<file path="src/rtl/fsm_linha_pkg.sv">
// Shared constants for the bottling line sequencer: state encoding,
// watchdog default and display counter limits.
package fsm_linha_pkg;

   localparam logic [2:0] IDLE        = 3'd0;
   localparam logic [2:0] MOVENDO     = 3'd1;
   localparam logic [2:0] ENCHENDO    = 3'd2;
   localparam logic [2:0] VEDANDO     = 3'd3;
   localparam logic [2:0] VERIFICANDO = 3'd4;
   localparam logic [2:0] DESCARTE    = 3'd5;
   localparam logic [2:0] ERRO        = 3'd6;

   localparam logic [25:0] TIMEOUT_PADRAO = 26'd50000000;

   localparam logic [3:0] MAX_GARRAFAS = 4'd11;
   localparam logic [6:0] MAX_DUZIAS   = 7'd99;

endpackage

</file>
<file path="src/rtl/contador_duzias.sv">
// Approved-bottle counter: mod-12 units with carry into a dozens counter
// that saturates at 99 while the units keep wrapping.
module contador_duzias
   import fsm_linha_pkg::*;
(
   input  logic       clk,
   input  logic       reset,
   input  logic       inc,
   output logic [3:0] garrafas,
   output logic [6:0] duzias
);

   always_ff @(posedge clk or negedge reset) begin
      if (!reset) begin
         garrafas <= 4'd0;
         duzias   <= 7'd0;
      end else if (inc) begin
         if (garrafas == MAX_GARRAFAS) begin
            garrafas <= 4'd0;
            if (duzias != MAX_DUZIAS) begin
               duzias <= duzias + 7'd1;
            end
         end else begin
            garrafas <= garrafas + 4'd1;
         end
      end
   end

endmodule

</file>
<file path="src/rtl/fsm_mestre_esteira.sv">
// Master conveyor sequencer: moves bottles to the station, drives the fill,
// capping and CQ slaves via cmd/done handshakes, counts approvals, watchdogs slaves.
module fsm_mestre_esteira
   import fsm_linha_pkg::*;
#(
   parameter logic [25:0] TIMEOUT = TIMEOUT_PADRAO
) (
   input  logic       clk,
   input  logic       reset,
   input  logic       start,
   input  logic       stop,
   input  logic       sensor_posicao,
   input  logic       enchimento_concluido,
   input  logic       vedacao_concluida,
   input  logic       cq_concluida,
   input  logic       garrafa_aprovada,
   input  logic       descarte_ativo,
   output logic       motor_ativo,
   output logic       cmd_encher,
   output logic       cmd_vedar,
   output logic       cmd_verificar,
   output logic       alarme,
   output logic [3:0] contador_garrafas,
   output logic [6:0] contador_duzias,
   output logic [2:0] estado
);

   logic [2:0]  estado_q, estado_d;
   logic        parada_q, parada_d;
   logic        sensor_ant_q;
   logic [25:0] wd_q, wd_d;
   logic        inc;
   logic        sensor_subida;
   logic        monitorado;
   logic        estouro;

   assign sensor_subida = sensor_posicao & ~sensor_ant_q;
   assign monitorado    = (estado_q == ENCHENDO) || (estado_q == VEDANDO) ||
                          (estado_q == VERIFICANDO) || (estado_q == DESCARTE);
   assign estouro       = monitorado && (wd_q == TIMEOUT - 26'd1);

   // Watchdog is checked first in every slave phase so it beats a same-cycle done.
   always_comb begin
      estado_d = estado_q;
      parada_d = parada_q;
      inc      = 1'b0;
      case (estado_q)
         IDLE: begin
            if (start && !stop) estado_d = MOVENDO;
         end
         MOVENDO: begin
            if (stop || parada_q)   estado_d = IDLE;
            else if (sensor_subida) estado_d = ENCHENDO;
         end
         ENCHENDO: begin
            if (estouro)                   estado_d = ERRO;
            else if (enchimento_concluido) estado_d = VEDANDO;
         end
         VEDANDO: begin
            if (estouro)                estado_d = ERRO;
            else if (vedacao_concluida) estado_d = VERIFICANDO;
         end
         VERIFICANDO: begin
            if (estouro) begin
               estado_d = ERRO;
            end else if (cq_concluida && garrafa_aprovada) begin
               estado_d = MOVENDO;
               inc      = 1'b1;
            end else if (descarte_ativo) begin
               estado_d = DESCARTE;
            end
         end
         DESCARTE: begin
            if (estouro)             estado_d = ERRO;
            else if (!descarte_ativo) estado_d = MOVENDO;
         end
         ERRO: begin
            if (stop) estado_d = IDLE;
         end
         default: estado_d = IDLE;
      endcase

      if (stop && monitorado) parada_d = 1'b1;
      // Any return to IDLE consumes a pending stop request.
      if (estado_d == IDLE) parada_d = 1'b0;
   end

   always_comb begin
      if ((estado_d != estado_q) || !monitorado) wd_d = 26'd0;
      else                                       wd_d = wd_q + 26'd1;
   end

   always_ff @(posedge clk or negedge reset) begin
      if (!reset) begin
         estado_q     <= IDLE;
         parada_q     <= 1'b0;
         sensor_ant_q <= 1'b0;
         wd_q         <= 26'd0;
      end else begin
         estado_q     <= estado_d;
         parada_q     <= parada_d;
         sensor_ant_q <= sensor_posicao;
         wd_q         <= wd_d;
      end
   end

   always_comb begin
      motor_ativo   = (estado_q == MOVENDO);
      cmd_encher    = (estado_q == ENCHENDO);
      cmd_vedar     = (estado_q == VEDANDO);
      cmd_verificar = (estado_q == VERIFICANDO);
      alarme        = (estado_q == ERRO);
      estado        = estado_q;
   end

   contador_duzias u_contador (
      .clk      (clk),
      .reset    (reset),
      .inc      (inc),
      .garrafas (contador_garrafas),
      .duzias   (contador_duzias)
   );

endmodule
</file>
<file path="config.mk">
export PLATFORM = sky130hd
export DESIGN_NAME = fsm_mestre_esteira
export DESIGN_NICKNAME = d
export VERILOG_FILES = /design/src/rtl/fsm_linha_pkg.sv /design/src/rtl/contador_duzias.sv /design/src/rtl/fsm_mestre_esteira.sv
export SDC_FILE = /design/constraint.sdc
export NUM_CORES = 1
export LEC_CHECK = 0
export CELL_PAD_IN_SITES_DETAIL_PLACEMENT = 1
export CELL_PAD_IN_SITES_GLOBAL_PLACEMENT = 1
export CORE_MARGIN = 5
export CORE_UTILIZATION = 47
export DETAILED_ROUTE_END_ITERATION = 12
export PLACE_DENSITY_LB_ADDON = 0.1
export SLEW_MARGIN = 20
export SYNTH_ARGS = -nofsm -noshare
export SYNTH_HDL_FRONTEND = slang
export SYNTH_HIERARCHICAL = 1
export SYNTH_SLANG_ARGS = --single-unit
</file>
<file path="constraint.sdc">
create_clock -name clk -period 4.1 [get_ports clk]
set_clock_uncertainty 0.15 [all_clocks]
set_input_delay 0.41 -clock clk [delete_from_list [all_inputs] [get_ports clk]]
set_output_delay 0.41 -clock clk [all_outputs]
set_load 0.01 [all_outputs]
</file>
==> impl_metrics.toml, run 1 <==
[status]
outcome = "finished, final reports clean"

[sta]
setup_slack_ns = 1.48
hold_slack_ns = 0.0942
clock.fmax_mhz = 381
worst_pin_slew_ns = 0.927
slew_headroom = 0.382
hold_viol_final = 0
tns_ns = 0
fin_crit_sh = 0.640
rsz0062_at_grt = "false"
layout_min_cycle_time_ns = 2.62
slew_viol_final = 0
setup_viol_count_final = 0

[setup_path]
worst_setup_path_end_kind = "flop"
crit_path_start_kind = "flop"
cp_max_fo = 19
cp_data_arrival_time_ns = 2.62
rr_worst_depth = 6
worst-setup-path-type = "reg2reg"
cp.required_ns = 4.09

[yosys]
syn_area_per_cell_um2 = 10.5
syn_nets = 246
synth-seq-cells = 42
syn_inst = 233
synth_edf_count = 0
netlist.area_leader.share = 0.430
yosys-top-cells-area = "dfrtp_1 (43%), xnor2_1 (5.0%), xor2_1 (4.7%), nor3_2 (4.1%), nand3_1 (3.5%)"
ys_async_sr_fraction = 1.00
synth_warnings = 6
ys_types = 61
ys_seq_area_frac = 0.430
netlist_area_um2 = 2450
ys.flop_type = "dfrtp_1"
yosysTopAreaCell = "dfrtp_1"

[pwr]
ir_drop_uv = 256
p_per_area_nw_per_um2 = 405
p_clk_frac = 0.244
p_int_mw = 0.724
switching_share = 0.370
p_leak_nw = 1.11
switchingPower_mw = 0.425
seqPwrFrac = 0.430
p_comb_frac = 0.326

[clock_tree]
cts_setup_buffers = 0
clockBufferDepth = 2
clk_latency_ns = 0.30
cts.reportedPaths.clkPinSlew_ns = 0.08
cts_sinks = 42
cts_tree = "yes"
cts_root_buf = "clkbuf_8"
cts-resized-gates = 0
cts_hold_buf = 0
h-tree-depth = 2
cts_buffers = 5

[detailed_routing]
wl_per_cell_um = 16.5
drtPass1Iterations = 4
final_antenna_net_count = 0
vias_per_cell = 5.64
vias = 1860
drc = 0
drt_iter0_drc = 42
drt-total-wl_um = 5460

[placement]
place.gp.congestion = 0.751
placedInstanceArea_um2 = 2750
dpl_worst_slack_ns = 1.49
hpwl_um = 3930
io_buffers = 28

[floorplan]
row_count = 26
ios = 29
core_area_um2 = 5070
die_area_um2 = 6750
die_w_um = 82.1
chipHeight_um = 82.1
start_util = 0.482

[worst_hold_path]
hp-class = "in2async"

[finish]
fin_nets = 272
final_cell_mix = "dfrtp_1 (42), clkdlybuf4s50_1 (27), nand3_1 (17)"
fin_area_um2 = 2840
drive_gt1_frac = 0.142
register_area_um2 = 1050
antenna_cells = 0
layout_commonest_cell = "dfrtp_1"
multi_input_area_um2 = 1310
area_delta_synth_final_pct = 16.0
fill_cells = 573
final_core_util = 0.559

[job]
cap_violations = 0

[global_route]
grt_pass1_vias = 2001
gr-total-overflow = 0
grt_pass1_wl_um = 9690
grt_antenna_before_repair = 0
grt_max_degree = 43
grt_usage = 0.187
## layer usage
layer / up-vias / global-route usage / part of all wire
li1: 913 / - / -
met1: 921 / 0.253 / 0.48
met2: 19 / 0.298 / 0.48
met3: 7 / 0.0390 / 0.024
met4: 0 / 0.0615 / 0.016
met5: - / 0 / 0
## synth_stat cells (3+ instances only)
library cell   n
or3_1          3
xor2_1        13
nor2_1        13
inv_1          3
nand2_1       11
o21ai_0        6
nor3_2        10
ha_1           3
nor4_1         4
a21oi_1        9
and3_1         5
nand3_1       17
nand2b_1       3
a211oi_1       3
xnor2_1       14
buf_6          3
nand4_1        7
dfrtp_1       42
nor3_1        12
o32a_1         3
## power groups by stage
stage	clock network (mW)	registers, mW	logic, mW
3_3_place_gp	0	0.502	0.379
5_1_grt	0.305	0.502	0.413
3_5_place_dp	0	0.503	0.378
4_1_cts	0.289	0.495	0.380
6_report	0.280	0.494	0.375
2_1_floorplan	0	0.478	0.301
## cells by family (layout without fill, tap and decap cells)
| family | count (synthesis) | in the layout | synth area share |
|---|---|---|---|
| flip-flops | 42 | 42 | 0.430 |
| AND/OR/NAND/NOR | 106 | 106 | 0.283 |
| multiplexers | 3 | 3 | 0.0153 |
| XOR/XNOR | 28 | 28 | 0.108 |
| buffers and inverters | 13 | 40 | 0.0338 |
| AO/OA/AOI/OAI | 38 | 38 | 0.115 |
| adder cells (fa/ha/maj) | 3 | 3 | 0.0153 |
## path summary, 6_finish.rpt
path / startpoint / endpoint / slack (ns)
worst max-delay path: wd_q[0]$_DFF_PN0_ / wd_q[12]$_DFF_PN0_ / 1.48
worst min-delay path: reset / wd_q[12]$_DFF_PN0_ / 0.09
worst max register to register: wd_q[0]$_DFF_PN0_ / wd_q[12]$_DFF_PN0_ / 1.48
worst min register to register: u_contador/duzias[6]$_DFFE_PN0P_ / u_contador/duzias[6]$_DFFE_PN0P_ / 0.36
max in group asynchronous: reset / u_contador/garrafas[0]$_DFFE_PN0P_ / 3.13
min in group clk: u_contador/duzias[6]$_DFFE_PN0P_ / u_contador/duzias[6]$_DFFE_PN0P_ / 0.36
## flip-flops by register name, summed over array words and instances, names as in the netlist
signal / cells
sensor_ant_q: 1
u_contador/garrafas: 4
wd_q: 26
estado: 3
parada_q: 1
u_contador/duzias: 7
## per-stage QoR
| stage | std cells | total power, mW |
|---|---|---|
| floorplan | 233 | 0.778 |
| global placement | 322 | 0.881 |
| detailed placement | 322 | 0.881 |
| CTS | 330 | 1.16 |
| global route | 330 | 1.22 |
| finish | 330 | 1.15 |
## critical path: stages (launching register included)
cell     delay (ns)
dfrtp_1        0.41
ha_1           0.21
and3_1         0.31
nand4_1        0.22
nor2_1         0.25
or2_1          0.75
nor3_1         0.15
## area by class of cell
class | instances | share of cell area
clock buffers | 7 | 0.0304
clock inverters | 1 | 0.00176
inverters | 3 | 0.00397
multi-input cells | 178 | 0.463
flip-flops and latches | 42 | 0.371
well taps | 70 | 0.0309
repair buffers | 29 | 0.0997
Note: power is estimated with default switching activity, not from simulation.
==> run 2: changes to the inputs <==
- CORE_UTILIZATION: 47 -> 40
- clock period: 4.1 -> 2.4 ns (I/O delays scaled with it)
==> impl_metrics.toml, run 2 (synthesis gave the netlist of run 1 again) <==
[status]
outcome = "finished, final reports clean"

[floorplan]
die_w_um = 88.2
ios = 29
core_area_um2 = 5920
chipHeight_um = 88.2
die_area_um2 = 7780
start_util = 0.413
row_count = 28

[placement]
io_buffers = 28
dpl_worst_slack_ns = 0.0451
place.gp.congestion = 0.755
hpwl_um = 4400

[pwr]
p_per_area_nw_per_um2 = 696
ir_drop_uv = 741
p_leak_nw = 1.21

[setup_path]
path_cells = "ha_1 -> and3_1 -> nand4_1 -> nor2_1 -> nor4_2 -> buf_4 -> nand4b_4 -> a31oi_4 -> mux2_4"
worst_setup_path_end_kind = "flop"
cp.required_ns = 2.44
critPathTopFamily = "simple AND/OR/NAND/NOR gates"
rr_worst_depth = 9
r2r_slack_ns = 0.1
critical_path_depth = 9
crit_path_start_kind = "flop"
reg2reg_from = "wd_q[1]$_DFF_PN0_"
cp_num_buf_inv = 1
slowest_delay_ns = 0.40
cp_data_arrival_time_ns = 2.34
crit_start = "wd_q[1]$_DFF_PN0_"
critPathCapture = "u_contador/duzias[1]$_DFFE_PN0P_"
slowest_stage = "dfrtp_1"
rr_endpoint = "u_contador/duzias[1]$_DFFE_PN0P_"
worst-setup-path-type = "reg2reg"
cp_max_fo = 7

[clock_tree]
cts_root_buf = "clkbuf_8"
clockBufferDepth = 2
clk_latency_ns = 0.30
cts_sinks = 42
h-tree-depth = 2
cts.reportedPaths.clkPinSlew_ns = 0.08
cts_tree = "yes"
cts_buffers = 5

[global_route]
grt_antenna_before_repair = 0
met3_usage = 0.0292
use_met2 = 0.282
grt_pass1_wl_um = 10500
gr-total-overflow = 0
grt_usage = 0.173
grt_pass1_vias = 2097
busiest_layer = "met2"
grtUsageMet1 = 0.235
grt_max_degree = 22

[sta]
slew_viol_final = 0
fin_crit_sh = 0.960
layout_min_cycle_time_ns = 2.30
setup_slack_ns = 0.0964
tns_ns = 0
rsz0062_at_grt = "true"
hold_viol_final = 0
slew_headroom = 0.672
setup_viol_count_final = 0
clock.fmax_mhz = 434
worst_pin_slew_ns = 0.493

[finish]
fill_cells = 660
regMostFlops = "wd_q"
final_cell_mix = "dfrtp_1 (41), clkdlybuf4s50_1 (27), buf_4 (18)"
antenna_cells = 0
layout_commonest_cell = "dfrtp_1"
largest_registers = "wd_q (26), u_contador/duzias (7), u_contador/garrafas (4)"
fin_nets = 291
area_delta_synth_final_pct = 22.8
drive_gt1_frac = 0.205
largest_reg_flops = 26

[worst_hold_path]
hp-class = "in2async"

[detailed_routing]
drtPass1Iterations = 4
vias_per_cell = 5.47
drt-total-wl_um = 5990
final_antenna_net_count = 0
wl_per_cell_um = 17.0
drt_iter0_drc = 95
vias = 1931
drc = 0

[job]
cap_violations = 0
==> run 2: power breakdown <==
group	internal (mW)	switching (mW)
registers	0.750	0.0631
clock network	0.196	0.241
logic	0.377	0.462
total	1.32	0.767
==> run 2: area by class of cell <==
cell class	instances	area, um2	share of cell area
multi-input combinational	178	1330	0.442
sequential	42	1050	0.350
timing repair buffer	48	440	0.147
tap	75	93.8	0.0312
clock buffer	5	68.8	0.0229
inverter	3	11.3	0.00375
clock inverter	2	10.0	0.00333
==> run 2: layer usage <==
layer | vias to the layer above | part of all wire | wire, um
li1 | 941 | - | -
met1 | 953 | 0.49 | 2950
met2 | 27 | 0.46 | 2770
met3 | 10 | 0.031 | 184
met4 | 0 | 0.014 | 81
met5 | - | 0 | 0
==> run 2: worst min-delay path by stage <==
| stage | slack (ns) | depth (start not counted) | endpoint | startpoint |
|---|---|---|---|---|
| detailed placement | 0.08 | 1 | wd_q[15]$_DFF_PN0_ | reset |
| CTS | 0.29 | 1 | sensor_ant_q$_DFF_PN0_ | sensor_posicao |
| floorplan | -0.21 | 0 | estado[0]$_DFF_PN0_ | reset |
| finish | 0.28 | 2 | wd_q[17]$_DFF_PN0_ | reset |
| global route | 0.30 | 1 | sensor_ant_q$_DFF_PN0_ | sensor_posicao |
| global placement | 0.08 | 1 | wd_q[12]$_DFF_PN0_ | reset |
==> run 2: per-stage QoR <==
stage	total power, mW	instance area, um2	hold WS, ns	utilization	instances
floorplan	1.33	2450	-0.206	-	233
global placement	1.66	2900	0.0758	0.490	345
detailed placement	1.66	2900	0.0792	0.490	345
CTS	2.11	2990	0.293	0.505	353
global route	2.22	3000	0.297	0.507	353
finish	2.09	3000	0.285	0.507	353
==> run 2: worst register-to-register path, cell delays in order, from the launching register on <==
cell and delay, ns:
dfrtp_1 0.40, ha_1 0.21, and3_1 0.20, nand4_1 0.09, nor2_1 0.08, nor4_2 0.16, buf_4 0.21, nand4b_4 0.15
a31oi_4 0.22, mux2_4 0.32
==> run 2: what timing repair did <==
action | 4_1_cts | 5_1_grt
buffers inserted | 0 | 0
gates resized for setup | 0 | 3
hold endpoints to repair | 19 | 0
hold buffers | 1 | 0
setup endpoints to repair | 0 | 8
